## src/rtl/vga_timing_pkg.sv

```systemverilog
// VGA timing constants for 640x480@60 from a 100 MHz system clock.
// Latency: n/a (constants only).
// Backpressure: n/a.
package vga_timing_pkg;

    localparam int VGA_CLK_DIV = 4;

    localparam int VGA_H_VIS   = 640;
    localparam int VGA_H_FP    = 16;
    localparam int VGA_H_SYNC  = 96;
    localparam int VGA_H_BP    = 48;
    localparam int VGA_H_TOTAL = VGA_H_VIS + VGA_H_FP + VGA_H_SYNC + VGA_H_BP;

    localparam int VGA_V_VIS   = 480;
    localparam int VGA_V_FP    = 10;
    localparam int VGA_V_SYNC  = 2;
    localparam int VGA_V_BP    = 33;
    localparam int VGA_V_TOTAL = VGA_V_VIS + VGA_V_FP + VGA_V_SYNC + VGA_V_BP;

    // Sync windows are half-open: [START, END)
    localparam int VGA_H_SYNC_START = VGA_H_VIS + VGA_H_FP;
    localparam int VGA_H_SYNC_END   = VGA_H_SYNC_START + VGA_H_SYNC;
    localparam int VGA_V_SYNC_START = VGA_V_VIS + VGA_V_FP;
    localparam int VGA_V_SYNC_END   = VGA_V_SYNC_START + VGA_V_SYNC;

    // Width of the pix_x / pix_y coordinate buses
    localparam int COORD_W = 10;

endpackage

```

## src/rtl/vga_sync_ctrl_if.sv

```systemverilog
// Scan-timing bundle between the sync controller and the pixel drawing logic.
// Latency: n/a (wiring only).
// Backpressure: none; en is the only upstream control.
interface vga_sync_ctrl_if;
    import vga_timing_pkg::*;

    logic               en;
    logic               pix_tick;
    logic               hsync;
    logic               vsync;
    logic               video_on;
    logic [COORD_W-1:0] pix_x;
    logic [COORD_W-1:0] pix_y;
    logic               frame_start;

    // Controller side: produces the scan timing
    modport master (
        input  en,
        output pix_tick, hsync, vsync, video_on, pix_x, pix_y, frame_start
    );

    // Consumer side: enables the scan and follows its timing
    modport slave (
        output en,
        input  pix_tick, hsync, vsync, video_on, pix_x, pix_y, frame_start
    );

endinterface

```

## src/rtl/pix_tick_gen.sv

```systemverilog
// Pixel-rate clock enable: divides clk by CLK_DIV without creating a derived clock.
// Latency: tick is combinational from the divider, high in the last clk of each pixel.
// Backpressure: none; en low clears the divider and suppresses tick.
module pix_tick_gen #(
    parameter int CLK_DIV = 4
) (
    input  logic clk,
    input  logic rst,
    input  logic en,
    output logic tick
);

    localparam int               DIV_W    = (CLK_DIV > 1) ? $clog2(CLK_DIV) : 1;
    localparam logic [DIV_W-1:0] DIV_LAST = DIV_W'(CLK_DIV - 1);

    logic [DIV_W-1:0] div_q;
    logic [DIV_W-1:0] div_d;

    // Count clks within a pixel while enabled; restart on the last one or when idle
    always_comb begin
        div_d = div_q;
        if (!en || (div_q == DIV_LAST)) begin
            div_d = '0;
        end else begin
            div_d = div_q + DIV_W'(1);
        end
    end

    // Divider state register
    always_ff @(posedge clk or posedge rst) begin
        if (rst) begin
            div_q <= '0;
        end else begin
            div_q <= div_d;
        end
    end

    // Gating on rst keeps tick quiet in reset even when CLK_DIV=1 (div is always last)
    assign tick = en && !rst && (div_q == DIV_LAST);

endmodule

```

## src/rtl/vga_sync_ctrl.sv

```systemverilog
// VGA scan sequencer: pixel-rate enable, h/v scan counters, registered sync/video/coordinate decode.
// Latency: decoded outputs follow the scan counters by exactly 1 clk; pix_tick is combinational.
// Backpressure: none; en low clears the scan and forces idle outputs on the next clk.
module vga_sync_ctrl
    import vga_timing_pkg::*;
#(
    parameter int CLK_DIV  = VGA_CLK_DIV,
    parameter int H_VIS    = VGA_H_VIS,
    parameter int H_FP     = VGA_H_FP,
    parameter int H_SYNC   = VGA_H_SYNC,
    parameter int H_BP     = VGA_H_BP,
    parameter int V_VIS    = VGA_V_VIS,
    parameter int V_FP     = VGA_V_FP,
    parameter int V_SYNC   = VGA_V_SYNC,
    parameter int V_BP     = VGA_V_BP,
    parameter bit SYNC_POL = 1'b0
) (
    input  logic            clk,
    input  logic            rst,
    vga_sync_ctrl_if.master vga
);

    localparam int H_TOTAL = H_VIS + H_FP + H_SYNC + H_BP;
    localparam int V_TOTAL = V_VIS + V_FP + V_SYNC + V_BP;
    localparam int HW      = $clog2(H_TOTAL);
    localparam int VW      = $clog2(V_TOTAL);

    localparam logic [HW-1:0] H_VIS_C  = HW'(H_VIS);
    localparam logic [HW-1:0] H_SS_C   = HW'(H_VIS + H_FP);
    localparam logic [HW-1:0] H_SE_C   = HW'(H_VIS + H_FP + H_SYNC);
    localparam logic [HW-1:0] H_LAST_C = HW'(H_TOTAL - 1);
    localparam logic [VW-1:0] V_VIS_C  = VW'(V_VIS);
    localparam logic [VW-1:0] V_SS_C   = VW'(V_VIS + V_FP);
    localparam logic [VW-1:0] V_SE_C   = VW'(V_VIS + V_FP + V_SYNC);
    localparam logic [VW-1:0] V_LAST_C = VW'(V_TOTAL - 1);

    logic               tick;
    logic [HW-1:0]      h_cnt_q, h_cnt_d;
    logic [VW-1:0]      v_cnt_q, v_cnt_d;
    logic               first_q, first_d;
    logic               video_on_q, video_on_d;
    logic               hsync_q, hsync_d;
    logic               vsync_q, vsync_d;
    logic [COORD_W-1:0] pix_x_q, pix_x_d;
    logic [COORD_W-1:0] pix_y_q, pix_y_d;
    logic               frame_start_q, frame_start_d;
    logic               vis, hs_act, vs_act;

    pix_tick_gen #(
        .CLK_DIV (CLK_DIV)
    ) u_pix_tick_gen (
        .clk  (clk),
        .rst  (rst),
        .en   (vga.en),
        .tick (tick)
    );

    // Scan counters advance one pixel per tick; en low parks them at (0,0).
    // first_d marks that the next clk is the first clk of a pixel (after a tick or while idle),
    // so frame_start fires once per (0,0) pixel regardless of CLK_DIV.
    always_comb begin
        h_cnt_d = h_cnt_q;
        v_cnt_d = v_cnt_q;
        first_d = !vga.en || tick;
        if (!vga.en) begin
            h_cnt_d = '0;
            v_cnt_d = '0;
        end else if (tick) begin
            if (h_cnt_q == H_LAST_C) begin
                h_cnt_d = '0;
                v_cnt_d = (v_cnt_q == V_LAST_C) ? '0 : v_cnt_q + VW'(1);
            end else begin
                h_cnt_d = h_cnt_q + HW'(1);
            end
        end
    end

    // Decode the current scan position into next-clk output values
    always_comb begin
        vis           = (h_cnt_q < H_VIS_C) && (v_cnt_q < V_VIS_C);
        hs_act        = (h_cnt_q >= H_SS_C) && (h_cnt_q < H_SE_C);
        vs_act        = (v_cnt_q >= V_SS_C) && (v_cnt_q < V_SE_C);
        video_on_d    = 1'b0;
        hsync_d       = ~SYNC_POL;
        vsync_d       = ~SYNC_POL;
        pix_x_d       = '0;
        pix_y_d       = '0;
        frame_start_d = 1'b0;
        if (vga.en) begin
            video_on_d    = vis;
            hsync_d       = hs_act ? SYNC_POL : ~SYNC_POL;
            vsync_d       = vs_act ? SYNC_POL : ~SYNC_POL;
            pix_x_d       = vis ? COORD_W'(h_cnt_q) : '0;
            pix_y_d       = vis ? COORD_W'(v_cnt_q) : '0;
            frame_start_d = first_q && (h_cnt_q == '0) && (v_cnt_q == '0);
        end
    end

    // Counter and output registers; reset returns everything to idle at once
    always_ff @(posedge clk or posedge rst) begin
        if (rst) begin
            h_cnt_q       <= '0;
            v_cnt_q       <= '0;
            first_q       <= 1'b1;
            video_on_q    <= 1'b0;
            hsync_q       <= ~SYNC_POL;
            vsync_q       <= ~SYNC_POL;
            pix_x_q       <= '0;
            pix_y_q       <= '0;
            frame_start_q <= 1'b0;
        end else begin
            h_cnt_q       <= h_cnt_d;
            v_cnt_q       <= v_cnt_d;
            first_q       <= first_d;
            video_on_q    <= video_on_d;
            hsync_q       <= hsync_d;
            vsync_q       <= vsync_d;
            pix_x_q       <= pix_x_d;
            pix_y_q       <= pix_y_d;
            frame_start_q <= frame_start_d;
        end
    end

    assign vga.pix_tick    = tick;
    assign vga.hsync       = hsync_q;
    assign vga.vsync       = vsync_q;
    assign vga.video_on    = video_on_q;
    assign vga.pix_x       = pix_x_q;
    assign vga.pix_y       = pix_y_q;
    assign vga.frame_start = frame_start_q;

endmodule

```

## src/flat_wrapper.sv

```systemverilog
// flat-port wrapper written by rule: the top's interface ports become plain ports
module vga_sync_ctrl_flat import vga_timing_pkg::*;
#(
    parameter int CLK_DIV  = VGA_CLK_DIV,
    parameter int H_VIS    = VGA_H_VIS,
    parameter int H_FP     = VGA_H_FP,
    parameter int H_SYNC   = VGA_H_SYNC,
    parameter int H_BP     = VGA_H_BP,
    parameter int V_VIS    = VGA_V_VIS,
    parameter int V_FP     = VGA_V_FP,
    parameter int V_SYNC   = VGA_V_SYNC,
    parameter int V_BP     = VGA_V_BP,
    parameter bit SYNC_POL = 1'b0
)
  (clk, rst, vga_en, vga_pix_tick, vga_hsync, vga_vsync, vga_video_on, vga_pix_x, vga_pix_y, vga_frame_start);
  vga_sync_ctrl_if vga_i ();
  input  logic clk;
  input  logic rst;
  input wire logic [$bits(vga_i.en)-1:0] vga_en;
  output wire logic [$bits(vga_i.pix_tick)-1:0] vga_pix_tick;
  output wire logic [$bits(vga_i.hsync)-1:0] vga_hsync;
  output wire logic [$bits(vga_i.vsync)-1:0] vga_vsync;
  output wire logic [$bits(vga_i.video_on)-1:0] vga_video_on;
  output wire logic [$bits(vga_i.pix_x)-1:0] vga_pix_x;
  output wire logic [$bits(vga_i.pix_y)-1:0] vga_pix_y;
  output wire logic [$bits(vga_i.frame_start)-1:0] vga_frame_start;
  assign vga_i.en = vga_en;
  assign vga_pix_tick = vga_i.pix_tick;
  assign vga_hsync = vga_i.hsync;
  assign vga_vsync = vga_i.vsync;
  assign vga_video_on = vga_i.video_on;
  assign vga_pix_x = vga_i.pix_x;
  assign vga_pix_y = vga_i.pix_y;
  assign vga_frame_start = vga_i.frame_start;
  vga_sync_ctrl #(.CLK_DIV(CLK_DIV), .H_VIS(H_VIS), .H_FP(H_FP), .H_SYNC(H_SYNC), .H_BP(H_BP), .V_VIS(V_VIS), .V_FP(V_FP), .V_SYNC(V_SYNC), .V_BP(V_BP), .SYNC_POL(SYNC_POL)) u_core (.clk(clk), .rst(rst), .vga(vga_i));
endmodule
```

## config.mk

```make
export PLATFORM = sky130hd
export DESIGN_NAME = vga_sync_ctrl_flat
export DESIGN_NICKNAME = d
export VERILOG_FILES = /design/src/rtl/vga_timing_pkg.sv /design/src/rtl/vga_sync_ctrl_if.sv /design/src/rtl/pix_tick_gen.sv /design/src/rtl/vga_sync_ctrl.sv /design/src/flat_wrapper.sv
export SDC_FILE = /design/constraint.sdc
export NUM_CORES = 1
export LEC_CHECK = 0
export CORE_MARGIN = 2
export CORE_UTILIZATION = 25
export CTS_CLUSTER_SIZE = 20
export DETAILED_ROUTE_END_ITERATION = 10
export PLACE_DENSITY = 0.45
export SYNTH_ARGS = -nofsm -noshare
export SYNTH_HDL_FRONTEND = slang
export SYNTH_SLANG_ARGS = --single-unit
export TNS_END_PERCENT = 20
```

## constraint.sdc

```tcl
create_clock -name clk -period 3 [get_ports clk]
set_input_delay 0.6 -clock clk [delete_from_list [all_inputs] [get_ports clk]]
set_output_delay 0.6 -clock clk [all_outputs]
set_load 0.05 [all_outputs]
```

==> impl_metrics.ini, run 1 <==
[outcome]
outcome = completed

[setup_path]
criticalPathCategory = in -> out
path_buf_inv = 2
rr_startpoint = u_core.u_pix_tick_gen.div_q[0]
critical-path-top-delay-family = simple AND/OR/NAND/NOR gates
cp-end-kind = primary output
arrival_ns = 1.96
critPathLaunchType = input port
crit_path_end = vga_pix_tick
cp.required_ns = 2.40
reg2reg_to = u_core.v_cnt_q[3]
cpPeakStageDelay_ns = 0.45
r2r_slack_ns = 1.02
cp_max_fo = 13
worstPathCellList = clkdlybuf4s50_1 > nand2b_1 > nor2_1 > buf_12
crit_start = rst
crit_path_top_delay_cell = clkdlybuf4s50_1
crit_cells = 4
worst-r2r-cell-count = 5

[yosys]
netlist_top_cells_count = dfrtp_1, and2_1, nand2_1
synth_mux_area_frac = 0
synth-edff-count = 0
yosysWarnings = 0
synthXorXnorAreaFrac = 0.0204
ys_seq_area_frac = 0.551
synth_cell_types = 45
dominantRegCellSynth = dfrtp_1
postSynthCellCount = 197
syn_area_per_cell_um2 = 10.9
synth_compound_area_frac = 0.127
synthSimpleGateAreaFrac = 0.235
synth_top_area_share = 0.514
synth_fa_ha_area_frac = 0.0292
synth_top_family_by_area = simple AND/OR/NAND/NOR gates
synth_top_area_cell = dfrtp_1
synth_area_leaders = dfrtp_1, and2_1, dfstp_2, ha_1, a31oi_1
syn-num-nets = 205
synth_most_common_cell = dfrtp_1
netlist_area_um2 = 2140
ys_ff_latch = 47
synthArstFlopShare = 1.00

[pwr]
irDropWorstVdd_mv = 0.176
p_leak_nw = 1.13
power_density_nw_per_um2 = 524
design_power_total_mw = 1.39

[grt]
antenna_found_initial = 0
grt_pass1_wl_mm = 7.89
grt_pass1_vias = 1492
grt_max_degree = 48
grt_overflow_total = 0
track_usage = 0.112

[die]
die_area_um2 = 9320
rows = 33
die_x_um = 96.6
core_um2 = 8260
initial_core_util = 0.259
chipHeight_um = 96.6
ios = 28

[detailed_routing]
viasPerCell = 4.69
num_vias = 1571
firstDrtPassIters = 4
drtIter0Drc = 122
avgRoutedWirePerCell_um = 13.6
drc = 0
final_antenna_net_count = 0
wl_mm = 4.55

[final_layout]
fin_cells = 335
drive_above_1_share = 0.109
final_cell_area_um2 = 2660
num-fill-cells = 859
synthToLayoutAreaGrowth_pct = 24.3
nNetsFinal = 237
diodes = 0
final_util = 0.322

[clocking]
clock_latency_ns = 0.30
cts_tree = yes
cts.clk_slew.worst_paths_ns = 0.08
cts_sinks = 47
clock_path_buffers = 2
cts_buffers = 5
ctsHoldBuffers = 0
cts-root-buf = clkbuf_8
htreeDepth = 2
cts.repair.resized = 0
post_cts_buffers = 0

[sta]
fin_skew_ns = 0.00710
fin_crit_ns = 2.56
hold_violations = 0
max_freq_mhz = 390
setup_viol = 0
grt_setup_unrepaired = no
slew_headroom = 0.603
setup_tns_ns = 0
tightestPinTransition_ns = 0.595
finalCritPeriodShare = 0.855
drv_slew = 0

[placed_design]
dp_cells = 327
dp_hpwl_mm = 3.14
place_congestion = 0.795
place_area_um2 = 2540
port_buffers = 27

[job]
cap_violations = 0

[worst_hold_path]
hold_class = reg -> reg
min_from = u_core.u_pix_tick_gen.div_q[0]
-- registers in the layout, summed over array words and instances, names as in the netlist --
name                         count
u_core.vga.hsync                 1
u_core.v_cnt_q                  10
u_core.vga.pix_y                10
u_core.vga.vsync                 1
u_core.vga.pix_x                10
u_core.vga.video_on              1
u_core.vga.frame_start           1
u_core.h_cnt_q                  10
u_core.first_q                   1
u_core.u_pix_tick_gen.div_q      2
-- how the worst min path moves through the flow --
stage	endpoint	slack, ns	depth (start not counted)
detailed placement	u_core.u_pix_tick_gen.div_q[0]	0.42	1
floorplan	u_core.u_pix_tick_gen.div_q[0]	0.41	1
finish	u_core.u_pix_tick_gen.div_q[0]	0.43	1
CTS	u_core.u_pix_tick_gen.div_q[0]	0.44	1
global route	u_core.u_pix_tick_gen.div_q[0]	0.48	1
global placement	u_core.u_pix_tick_gen.div_q[0]	0.42	1
-- per-layer routing --
layer / GRT usage / up-vias / wire, µm
met1: 0.154 / 771 / 2160
met2: 0.166 / 28 / 2130
met5: 0 / - / 0
li1: - / 765 / -
met3: 0.0233 / 7 / 165
met4: 0.0540 / 0 / 91
-- cells in the final DEF (no fill, tap or decap), drive strengths merged, types with 3 or more instances in the layout --
cell type      instances
and2                  19
nor3                   3
ha                     5
inv                    7
dfstp                  3
a21oi                  5
a31oi                  9
a22oi                  3
dfrtp                 44
clkdlybuf4s50         26
and3                   6
nor2b                  3
clkbuf                 6
o21ai                 10
nor4b                  3
nand2                 13
nand4                  4
nand3                  9
nor2                  10
nand2b                 4
a211oi                 3
or3                    4
xnor2                  5
buf                    6
-- worst register-to-register path, cell delays in order, from the launching register on --
cell	delay (ns)
dfrtp_1	0.35
ha_1	0.20
nand2b_1	0.33
o41a_2	0.66
a22oi_1	0.23
o31ai_2	0.09
-- cell families after synthesis --
family,Yosys count
and+or+nand+nor,86
DFF,47
AOI/OAI and AO/OA,38
buffers and inverters,15
xor gates and xnor gates,5
adders and majority gates,5
other,1
-- power breakdown --
group | internal [mW] | total [mW] | switching [mW] | leakage, nW
combinational | 0.0750 | 0.197 | 0.122 | 0.432
sequential | 0.669 | 0.715 | 0.0453 | 0.634
clock | 0.270 | 0.483 | 0.213 | 0.0612
total | 1.01 | 1.39 | 0.380 | 1.13
-- area by class of cell --
class	instances	area (µm²)	area share
clock buffers	6	82.6	0.0310
clock inverters	2	35.0	0.0132
inverters	8	30.0	0.0113
multi-input cells	135	886	0.333
flip-flops and latches	47	1180	0.443
well taps	105	131	0.0493
repair buffers	32	318	0.119
-- metrics by stage --
| step | setup WS [ns] | hold WS [ns] |
|---|---|---|
| after detailed placement | 0.392 | 0.424 |
| final | 0.435 | 0.435 |
| after CTS | 0.410 | 0.436 |
| after global routing | 0.284 | 0.484 |
| after floorplan | 0.724 | 0.408 |
| after global placement | 0.388 | 0.421 |
Power figures use the tool's default switching activity.
==> inputs of run 2 (changes only) <==
Settings changed: CORE_ASPECT_RATIO set to 0.5, CORE_UTILIZATION 25 to 45, PLACE_DENSITY 0.45 to 0.7.
==> run 2 against run 1 <==
Against the previous run:
- utilization increased by 25 points
- global-route usage increased by 7.0 points
- critical path depth unchanged
- routed wire length decreased by 2.9%
- via count increased by 2.7%
- critical path type unchanged
==> impl_metrics.ini, run 2 (same netlist as run 1, synthesis figures left out) <==
[detailed_routing]
final_antenna_net_count = 0
wl_mm = 4.42
viasPerCell = 5.47
firstDrtPassIters = 4
num_vias = 1614
drc = 0
avgRoutedWirePerCell_um = 15.0
drtIter0Drc = 76

[final_layout]
synthToLayoutAreaGrowth_pct = 20.0
nNetsFinal = 236
final_cell_area_um2 = 2570
most-common-layout-cells = dfrtp_1, clkdlybuf4s50_1, and2_1, nand2_1, nor2_1
drive_above_1_share = 0.0917
final_common_cell = dfrtp_1
diodes = 0

[sta]
setup_tns_ns = 0
holdWs_ns = 0.444
fin_crit_ns = 2.53
hold_violations = 0
fin_skew_ns = 0.0124
slew_headroom = 0.584
drv_slew = 0
grt_setup_unrepaired = no
tightestPinTransition_ns = 0.622
setup_viol = 0
max_freq_mhz = 396
finalCritPeriodShare = 0.842

[clocking]
cts_buffers = 5
cts.clk_slew.worst_paths_ns = 0.07
cts_tree = yes
htreeDepth = 2
cts-root-buf = clkbuf_8
cts.repair.resized = 0
cts_sinks = 47
clock_latency_ns = 0.29
clock_path_buffers = 2
ctsHoldBuffers = 0
post_cts_buffers = 0

[placed_design]
dp_hpwl_mm = 2.99
place_congestion = 0.893
place_area_um2 = 2490
port_buffers = 27

[setup_path]
cp-end-kind = primary output
cp.required_ns = 2.40
crit_start = rst
cp_max_fo = 13
criticalPathCategory = in -> out
arrival_ns = 1.93
rr_startpoint = u_core.u_pix_tick_gen.div_q[0]
critPathLaunchType = input port

[grt]
grt_max_degree = 48
antenna_found_initial = 0
grt_pass1_wl_mm = 7.27
track_usage = 0.181
grt_overflow_total = 0
grt_pass1_vias = 1467

[pwr]
power_density_nw_per_um2 = 497
irDropWorstVdd_mv = 0.299
p_leak_nw = 1.10

[die]
die_area_um2 = 5360
die_x_um = 102
rows = 17
chipHeight_um = 52.8
ios = 28
initial_core_util = 0.477
core_um2 = 4490

[outcome]
outcome = completed

[job]
cap_violations = 0

[worst_hold_path]
min_from = u_core.u_pix_tick_gen.div_q[0]
hold_class = reg -> reg
-- run 2: cell count changes in the layout (fill, tap and decap cells not counted), sizes merged --
| cell | previous run | this run |
|---|---|---|
| buf | 6 | 5 |
| inv | 7 | 6 |
| bufinv | 1 | 0 |
| clkbuf | 6 | 7 |
| clkinv | 2 | 3 |
-- run 2: final cells by class --
cell class,count,area (µm²)
clock buffers,7,76.3
clock inverters,1,5.00
fillers,385,1920
inverters,8,30.0
multi-input cells,135,886
flip-flops and latches,47,1180
well taps,66,82.6
repair buffers,31,310
-- run 2: path summary, 6_finish.rpt --
| path | to | slack (ns) | cells past startpoint |
|---|---|---|---|
| setup / recovery | vga_pix_tick | 0.47 | 4 |
| hold / removal | u_core.u_pix_tick_gen.div_q[0] | 0.44 | 1 |
| setup reg to reg | u_core.v_cnt_q[3] | 0.93 | 6 |
| hold reg to reg | u_core.u_pix_tick_gen.div_q[0] | 0.44 | 1 |
| max in group asynchronous | u_core.v_cnt_q[1] | 1.80 | 3 |
| min in group asynchronous | u_core.h_cnt_q[0] | 0.80 | 3 |
-- run 2: worst max-delay path: stages --
cell	delay, ns
clkdlybuf4s50_1	0.43
nand2b_1	0.42
nor2_1	0.30
buf_12	0.17
-- run 2: metal layers --
layer | GRT usage | vias up | routed length [µm]
li1 | - | 761 | -
met1 | 0.246 | 817 | 2090
met2 | 0.286 | 34 | 2110
met3 | 0.0493 | 2 | 186
met4 | 0.0518 | 0 | 22
met5 | 0 | - | 0
-- run 2: stage by stage --
step	setup slack (ns)	std cells	util	power (mW)
final	0.474	295	0.573	1.28
after global routing	0.401	295	0.573	1.34
after CTS	0.479	295	0.573	1.29
after detailed placement	0.373	287	0.555	0.926
after global placement	0.446	287	0.555	0.918
after floorplan	0.724	197	-	0.864
-- run 2: report_power, final --
group,internal (mW),switching [mW]
clock network,0.164,0.200
registers,0.670,0.0441
logic,0.0742,0.126
